## src/rtl/hub_pkg.sv

```systemverilog
// Shared hub definitions: slot geometry and one-hot/index helpers.
package hub_pkg;

    localparam int HUB_SLOTS = 8;
    localparam int SLOT_W    = 3;

    typedef logic [SLOT_W-1:0]    slot_idx_t;
    typedef logic [HUB_SLOTS-1:0] slot_mask_t;

    // Binary slot index to one-hot select.
    function automatic slot_mask_t idx_to_onehot(input slot_idx_t idx);
        return slot_mask_t'(1) << idx;
    endfunction

    // One-hot select to binary index; all-zero input gives index 0.
    function automatic slot_idx_t onehot_to_idx(input slot_mask_t oh);
        slot_idx_t idx;
        idx = '0;
        for (int i = 0; i < HUB_SLOTS; i++) begin
            if (oh[i]) idx = idx | slot_idx_t'(i);
        end
        return idx;
    endfunction

    // Mask of slots that physically exist for a given cog count.
    function automatic slot_mask_t populated_mask(input int num_cogs);
        slot_mask_t m;
        m = '0;
        for (int i = 0; i < HUB_SLOTS; i++) begin
            m[i] = (i < num_cogs);
        end
        return m;
    endfunction

endpackage

```

## src/rtl/hub_slot_sched_if.sv

```systemverilog
// Control inputs and slot-select outputs of the hub slot scheduler.
interface hub_slot_sched_if;

    hub_pkg::slot_mask_t cog_ena;
    logic                skip_en_ovr;
    logic                skip_en_val;
    logic                hold;

    logic                ena_bus;
    hub_pkg::slot_mask_t bus_sel;
    hub_pkg::slot_idx_t  slot_num;
    logic                round_done;
    logic                slot_valid;

    // Scheduler side: consumes mode/hold controls, drives the slot strobes.
    modport master (
        input  cog_ena, skip_en_ovr, skip_en_val, hold,
        output ena_bus, bus_sel, slot_num, round_done, slot_valid
    );

    // Hub/cog side: drives controls, consumes the slot strobes.
    modport slave (
        output cog_ena, skip_en_ovr, skip_en_val, hold,
        input  ena_bus, bus_sel, slot_num, round_done, slot_valid
    );

endinterface

```

## src/rtl/hub_slot_sched_rr_next_finder.sv

```systemverilog
// Circular search for the next eligible slot after the current one.
module rr_next_finder
    import hub_pkg::*;
(
    input  slot_idx_t  cur_idx,
    input  slot_mask_t elig,
    input  logic       from_reset,
    output slot_idx_t  nxt_idx,
    output logic       found
);

    slot_idx_t base;
    slot_idx_t cand;

    // Scan cur+1 .. cur+8 (wrapping, so cur itself is tried last);
    // from reset the scan starts at slot 0 instead.
    always_comb begin
        nxt_idx = '0;
        found   = 1'b0;
        cand    = '0;
        base    = from_reset ? slot_idx_t'(0) : slot_idx_t'(cur_idx + slot_idx_t'(1));
        for (int k = 0; k < HUB_SLOTS; k++) begin
            cand = slot_idx_t'(base + slot_idx_t'(k));
            if (!found && elig[cand]) begin
                found   = 1'b1;
                nxt_idx = cand;
            end
        end
    end

endmodule

```

## src/rtl/hub_slot_sched.sv

```systemverilog
// Hub slot scheduler: phase strobe plus round-robin / skip-idle slot select.
module hub_slot_sched
    import hub_pkg::*;
#(
    parameter int NUM_COGS          = 8,
    parameter bit SKIP_IDLE_DEFAULT = 1'b0
) (
    input  logic             clk_cog,
    input  logic             nres,
    hub_slot_sched_if.master bus
);

    localparam slot_mask_t POP_MASK = populated_mask(NUM_COGS);
    localparam slot_idx_t  LAST_IDX = slot_idx_t'(NUM_COGS - 1);

    logic      phase_q, phase_d;
    slot_idx_t slot_q, slot_d;
    logic      valid_q, valid_d;
    logic      round_q, round_d;

    logic       skip_en;
    slot_mask_t elig;
    slot_idx_t  fnd_idx;
    logic       fnd;
    slot_idx_t  norm_idx;
    slot_idx_t  next_idx;

    rr_next_finder u_finder (
        .cur_idx    (slot_q),
        .elig       (elig),
        .from_reset (!valid_q),
        .nxt_idx    (fnd_idx),
        .found      (fnd)
    );

    // Mode muxing and candidate next slot; only consumed on advance edges.
    always_comb begin
        skip_en = bus.skip_en_ovr ? bus.skip_en_val : SKIP_IDLE_DEFAULT;
        elig    = bus.cog_ena & POP_MASK;
        if (!valid_q)
            norm_idx = '0;
        else if (slot_q == LAST_IDX)
            norm_idx = '0;
        else
            norm_idx = slot_idx_t'(slot_q + slot_idx_t'(1));
        // With nothing eligible, skip mode degrades to plain rotation.
        next_idx = (skip_en && fnd) ? fnd_idx : norm_idx;
    end

    // Next state: phase always toggles; slot moves only on an unheld advance.
    always_comb begin
        phase_d = ~phase_q;
        slot_d  = slot_q;
        valid_d = valid_q;
        round_d = 1'b0;
        if (phase_q && !bus.hold) begin
            slot_d  = next_idx;
            valid_d = 1'b1;
            // A wrap (including staying put) or the first grant closes a round.
            round_d = !valid_q || (next_idx <= slot_q);
        end
    end

    // State registers with asynchronous clear.
    always_ff @(posedge clk_cog or negedge nres) begin
        if (!nres) begin
            phase_q <= 1'b0;
            slot_q  <= '0;
            valid_q <= 1'b0;
            round_q <= 1'b0;
        end else begin
            phase_q <= phase_d;
            slot_q  <= slot_d;
            valid_q <= valid_d;
            round_q <= round_d;
        end
    end

    assign bus.ena_bus    = phase_q;
    assign bus.bus_sel    = valid_q ? idx_to_onehot(slot_q) : slot_mask_t'(0);
    assign bus.slot_num   = slot_q;
    assign bus.slot_valid = valid_q;
    assign bus.round_done = round_q;

endmodule

```

## src/flat_wrapper.sv

```systemverilog
// flat-port wrapper written by rule: the top's interface ports become plain ports
module hub_slot_sched_flat import hub_pkg::*;
#(
    parameter int NUM_COGS          = 8,
    parameter bit SKIP_IDLE_DEFAULT = 1'b0
)
  (clk_cog, nres, bus_cog_ena, bus_skip_en_ovr, bus_skip_en_val, bus_hold, bus_ena_bus, bus_bus_sel, bus_slot_num, bus_round_done, bus_slot_valid);
  hub_slot_sched_if bus_i ();
  input  logic clk_cog;
  input  logic nres;
  input wire logic [$bits(bus_i.cog_ena)-1:0] bus_cog_ena;
  input wire logic [$bits(bus_i.skip_en_ovr)-1:0] bus_skip_en_ovr;
  input wire logic [$bits(bus_i.skip_en_val)-1:0] bus_skip_en_val;
  input wire logic [$bits(bus_i.hold)-1:0] bus_hold;
  output wire logic [$bits(bus_i.ena_bus)-1:0] bus_ena_bus;
  output wire logic [$bits(bus_i.bus_sel)-1:0] bus_bus_sel;
  output wire logic [$bits(bus_i.slot_num)-1:0] bus_slot_num;
  output wire logic [$bits(bus_i.round_done)-1:0] bus_round_done;
  output wire logic [$bits(bus_i.slot_valid)-1:0] bus_slot_valid;
  assign bus_i.cog_ena = bus_cog_ena;
  assign bus_i.skip_en_ovr = bus_skip_en_ovr;
  assign bus_i.skip_en_val = bus_skip_en_val;
  assign bus_i.hold = bus_hold;
  assign bus_ena_bus = bus_i.ena_bus;
  assign bus_bus_sel = bus_i.bus_sel;
  assign bus_slot_num = bus_i.slot_num;
  assign bus_round_done = bus_i.round_done;
  assign bus_slot_valid = bus_i.slot_valid;
  hub_slot_sched #(.NUM_COGS(NUM_COGS), .SKIP_IDLE_DEFAULT(SKIP_IDLE_DEFAULT)) u_core (.clk_cog(clk_cog), .nres(nres), .bus(bus_i));
endmodule
```

## config.mk

```make
export PLATFORM = sky130hd
export DESIGN_NAME = hub_slot_sched_flat
export DESIGN_NICKNAME = d
export VERILOG_FILES = /design/src/rtl/hub_pkg.sv /design/src/rtl/hub_slot_sched_if.sv /design/src/rtl/hub_slot_sched_rr_next_finder.sv /design/src/rtl/hub_slot_sched.sv /design/src/flat_wrapper.sv
export SDC_FILE = /design/constraint.sdc
export NUM_CORES = 1
export LEC_CHECK = 0
export ABC_AREA = 0
export CAP_MARGIN = 20
export CORE_MARGIN = 10
export CORE_UTILIZATION = 30
export CTS_BUF_LIST = sky130_fd_sc_hd__clkbuf_4
export DETAILED_ROUTE_END_ITERATION = 6
export SYNTH_ARGS = -nofsm -noshare
export SYNTH_HDL_FRONTEND = slang
export SYNTH_SLANG_ARGS = --single-unit
export TNS_END_PERCENT = 30
```

## constraint.sdc

```tcl
create_clock -name clk_cog -period 8.8 [get_ports clk_cog]
set_input_delay 1.76 -clock clk_cog [delete_from_list [all_inputs] [get_ports clk_cog]]
set_output_delay 1.76 -clock clk_cog [all_outputs]
set_load 0.02 [all_outputs]
```

==> results.md <==
- The flow ran to the end, and the final reports show no timing, DRC or antenna violations.
- The total of buffers placed on input and output ports is 26.
- The top fanout value on the critical path is 4.
- The height of the die is a little over 90 um.
- The later pin in the worst-skew pair is clocked with a latency of 250 ps.
- The worst slew slack as a fraction of its limit is 0.627.
- The signed area change from the synthesized netlist to the final layout is 19.9%.
- For this run, the top clock speed supported by timing is 212 MHz.
- The critical path arrival is 4880 ps.
- The cell count after synthesis is ~190.
- The critical path data required time is around 9000 ps.
- The number of slew-limit violations in the final report is 0.
- The number of antenna violations at the first check in global routing is 0.
- The cell with the largest stage delay on the worst path is or4_4.
- The number of iterations in the first detailed-routing pass is 4.
- The routed wire length per instance is between 15 and 20 um.
- The most common library cell in the layout ignoring fill and taps is clkdlybuf4s50_1.
- For the final routed database, the setup TNS stands at 0 ps.
- The worst setup path is of the in -> reg kind.
- Of all flip-flops after synthesis, the portion carrying an async set or reset was 1.00.
- The fraction of final layout cells with drive strength greater than 1 is 0.122.
- In this run, placement finished with an instance count of 280.
- Dividing the synthesized area by the synthesized cell count gives around 8 um2.
- The combined area of the multi-input logic cells is approximately 1300 um2.
- Counting flops with a built-in enable in the synthesized netlist gives 0.
- Once layout is complete, the cells apart from fillers number 283.
- The maximum root-to-sink buffer count is 2.
- The path type of the worst min-delay path is reg -> reg.
- The via count of the first global-routing pass is 1,464.
- Summed over all nets, the half-perimeter wirelength after detailed placement is about 3500 um.
- For the finished layout, the period the worst path requires is 4710 ps.
- Measured on the finished design, the core utilization comes to 0.370.
- The startpoint kind of the worst setup timing path is an input port.
- The row count is 26.
- The deepest level of the CTS H-tree is 1.
- The remaining design rule violation count is 0.
- Across all hold checks on the routed design, the worst slack comes to around 460 ps.
- The wire length of the first global-routing pass is ~7400 um.
- Of the synthesized area, sequential elements account for 0.0953.
- At the pin with the least slew margin, the transition time is 555 ps.
- The average vias per placed instance is ~5.4.
- Yosys printed 0 warnings.
- The number of clock sinks is 6.
- The root buffer cell is clkbuf_4.
- The floorplan step defined a core boundary enclosing approximately 5000 um2.
- In the post-synthesis netlist, the biggest area contributors are dfrtp_1 (9.5%), ha_1 (8.7%), mux2i_1 (8.3%), nand2_1 (3.6%), and2_1 (3.2%).
- The final hold violation count came to 0.
- The final weighted congestion in routability-driven placement is 0.935.
- Leaving out fill and tap cells, the most frequent cells in the layout are clkdlybuf4s50_1 (26), nand2_1 (15), mux2i_1 (13).
- The flip-flop cell with the highest count after synthesis is dfrtp_1.
- The total global routing overflow is 0.
- The number of nets still failing antenna checks after routing is 0.
- The largest single stage delay on the critical path is 540 ps.
- Of all cell types, the one taking the most synthesized area is dfrtp_1.
- The horizontal die dimension is 92.5 um.
- 27 I/O pins were placed.
- The post-synthesis net count is 217.
- The sequential cell area in the final layout is 150 um2.
- The quantity of gates resized following cts is 0.
- The max-capacitance violation count is 0.
- The share of synthesized area in the top cell type comes to 0.0953.
- The largest net degree at the start of global routing is 26.
- The total die area is approximately 8500 um2.
- The count of fill cells added during filler insertion is 532.
- The signal on the critical path passes through clkdlybuf4s50_1 -> and3b_1 -> o21a_1 -> or4_4 -> and2_4 -> mux2_4 -> o2bb2ai_1 -> a21oi_2 -> o31ai_1 -> ha_1 -> nor2b_1 -> o21ai_0 -> nand2b_1 -> a31oi_1.
- The synthesized cell area is roughly 1600 um2.
- Clock-pin slew was measured on the worst setup and hold paths at 50 ps.
- Buffers inserted during clock tree synthesis total 3.
- The hold-fix buffer count after cts is 0.
- Setup repair after global routing left no endpoint under its margin.
- Across the routed clock network, the largest skew measured is roughly 3.4 ps.
- The total detailed-routing wirelength is around 4300 um.
- After synthesis the netlist holds a flip-flop and latch count of 6.
- The violation count after the first detailed-route iteration is approximately 190.
- The count of buffers added by post-CTS timing repair for setup is 0.
- Setup violations remaining at the end of the flow were counted as 0.
- The element type at the critical path end is a flop.
- The final cycle utilization of the critical path is 0.536.
- After the last flow step, the layout net total stands at about 240.
- The number of different library cells used by synthesis comes to 63.
- The global-route total usage across every layer is 0.100.
- TritonCTS built the clock tree.
- 0 antenna diodes ended up in the layout.
- Detailed routing inserted a total of 1,537 vias.
- The initial core utilization is 0.308.
[path summary, 6_finish.rpt]
path | to | from | slack, ps | cells past startpoint
setup / recovery | u_core.bus.round_done$_DFF_PN0_ | bus_cog_ena[1] | 4090 | 14
hold / removal | u_core.bus.ena_bus$_DFF_PN0_ | u_core.bus.ena_bus$_DFF_PN0_ | 460 | 1
setup reg to reg | u_core.bus.round_done$_DFF_PN0_ | u_core.bus.slot_num[1]$_DFFE_PN0P_ | 4290 | 17
hold reg to reg | u_core.bus.ena_bus$_DFF_PN0_ | u_core.bus.ena_bus$_DFF_PN0_ | 460 | 1
max in group asynchronous | u_core.bus.slot_valid$_DFFE_PN0P_ | nres | 6820 | 1
min in group asynchronous | u_core.bus.round_done$_DFF_PN0_ | nres | 1750 | 1
[state kept, by name, summed over array words and instances, names as in the netlist]
name / cells
u_core.bus.ena_bus: 1
u_core.bus.slot_valid: 1
u_core.bus.round_done: 1
u_core.bus.slot_num: 3
[cell type report]
cell class | instances | area share
inverters | 8 | 0.0159
flip-flops and latches | 6 | 0.0795
repair buffers | 28 | 0.146
well taps | 70 | 0.0464
multi-input cells | 168 | 0.701
clock buffers | 3 | 0.0119
[routing by layer]
metal  up-vias  global-route usage  part of all wire
li1        767                   -                 -
met1       721               0.138              0.49
met5         -                   0                 0
met2        45               0.161              0.45
met3         4              0.0145             0.050
met4         0              0.0206            0.0092
[through the flow]
| step | setup WS [ps] | cell area [um2] |
|---|---|---|
| 2_1_floorplan | 4470 | 1580 |
| 3_3_place_gp | 3870 | 1870 |
| 3_5_place_dp | 3850 | 1870 |
| 4_1_cts | 4100 | 1890 |
| 5_1_grt | 3900 | 1890 |
| 6_report | 4090 | 1890 |
[cell families (layout without fill, tap and decap cells)]
group                      after synthesis  count (layout)  synth area share
and+or+nand+nor                         84              84             0.342
AOI/OAI and AO/OA                       50              50             0.247
buffers and inverters                   19              39            0.0643
muxes                                   18              18             0.137
adders and majority gates               11              11            0.0874
DFF                                      6               6            0.0953
xor gates and xnor gates                 5               5            0.0278
[critical path: cells and delay by family]
kind	cells	cell delay [ps]
adder cells (fa/ha/maj)	1	290
buffers and inverters	1	520
AO/OA/AOI/OAI	6	890
AND/OR/NAND/NOR	5	1130
multiplexers	1	290
[cell usage after synthesis, types with 3 or more instances]
library cell,n
and2_1,8
dfrtp_1,6
nor2b_1,5
mux2i_1,13
nand2b_1,6
nor3_1,5
nor2_1,8
o31ai_1,3
a21o_1,6
and2b_1,4
clkbuf_1,3
and3b_1,4
and3_1,5
nand3_1,4
buf_4,3
nand2_1,15
ha_1,11
xnor2_1,5
nand4_1,3
buf_2,3
inv_1,6
a21oi_1,8
nand3b_1,3
o21ai_0,6
a211oi_1,4
Power is left out: the tool's default activity adds up to more than one toggle a clock period on the data nets, which glitch-free logic cannot reach.
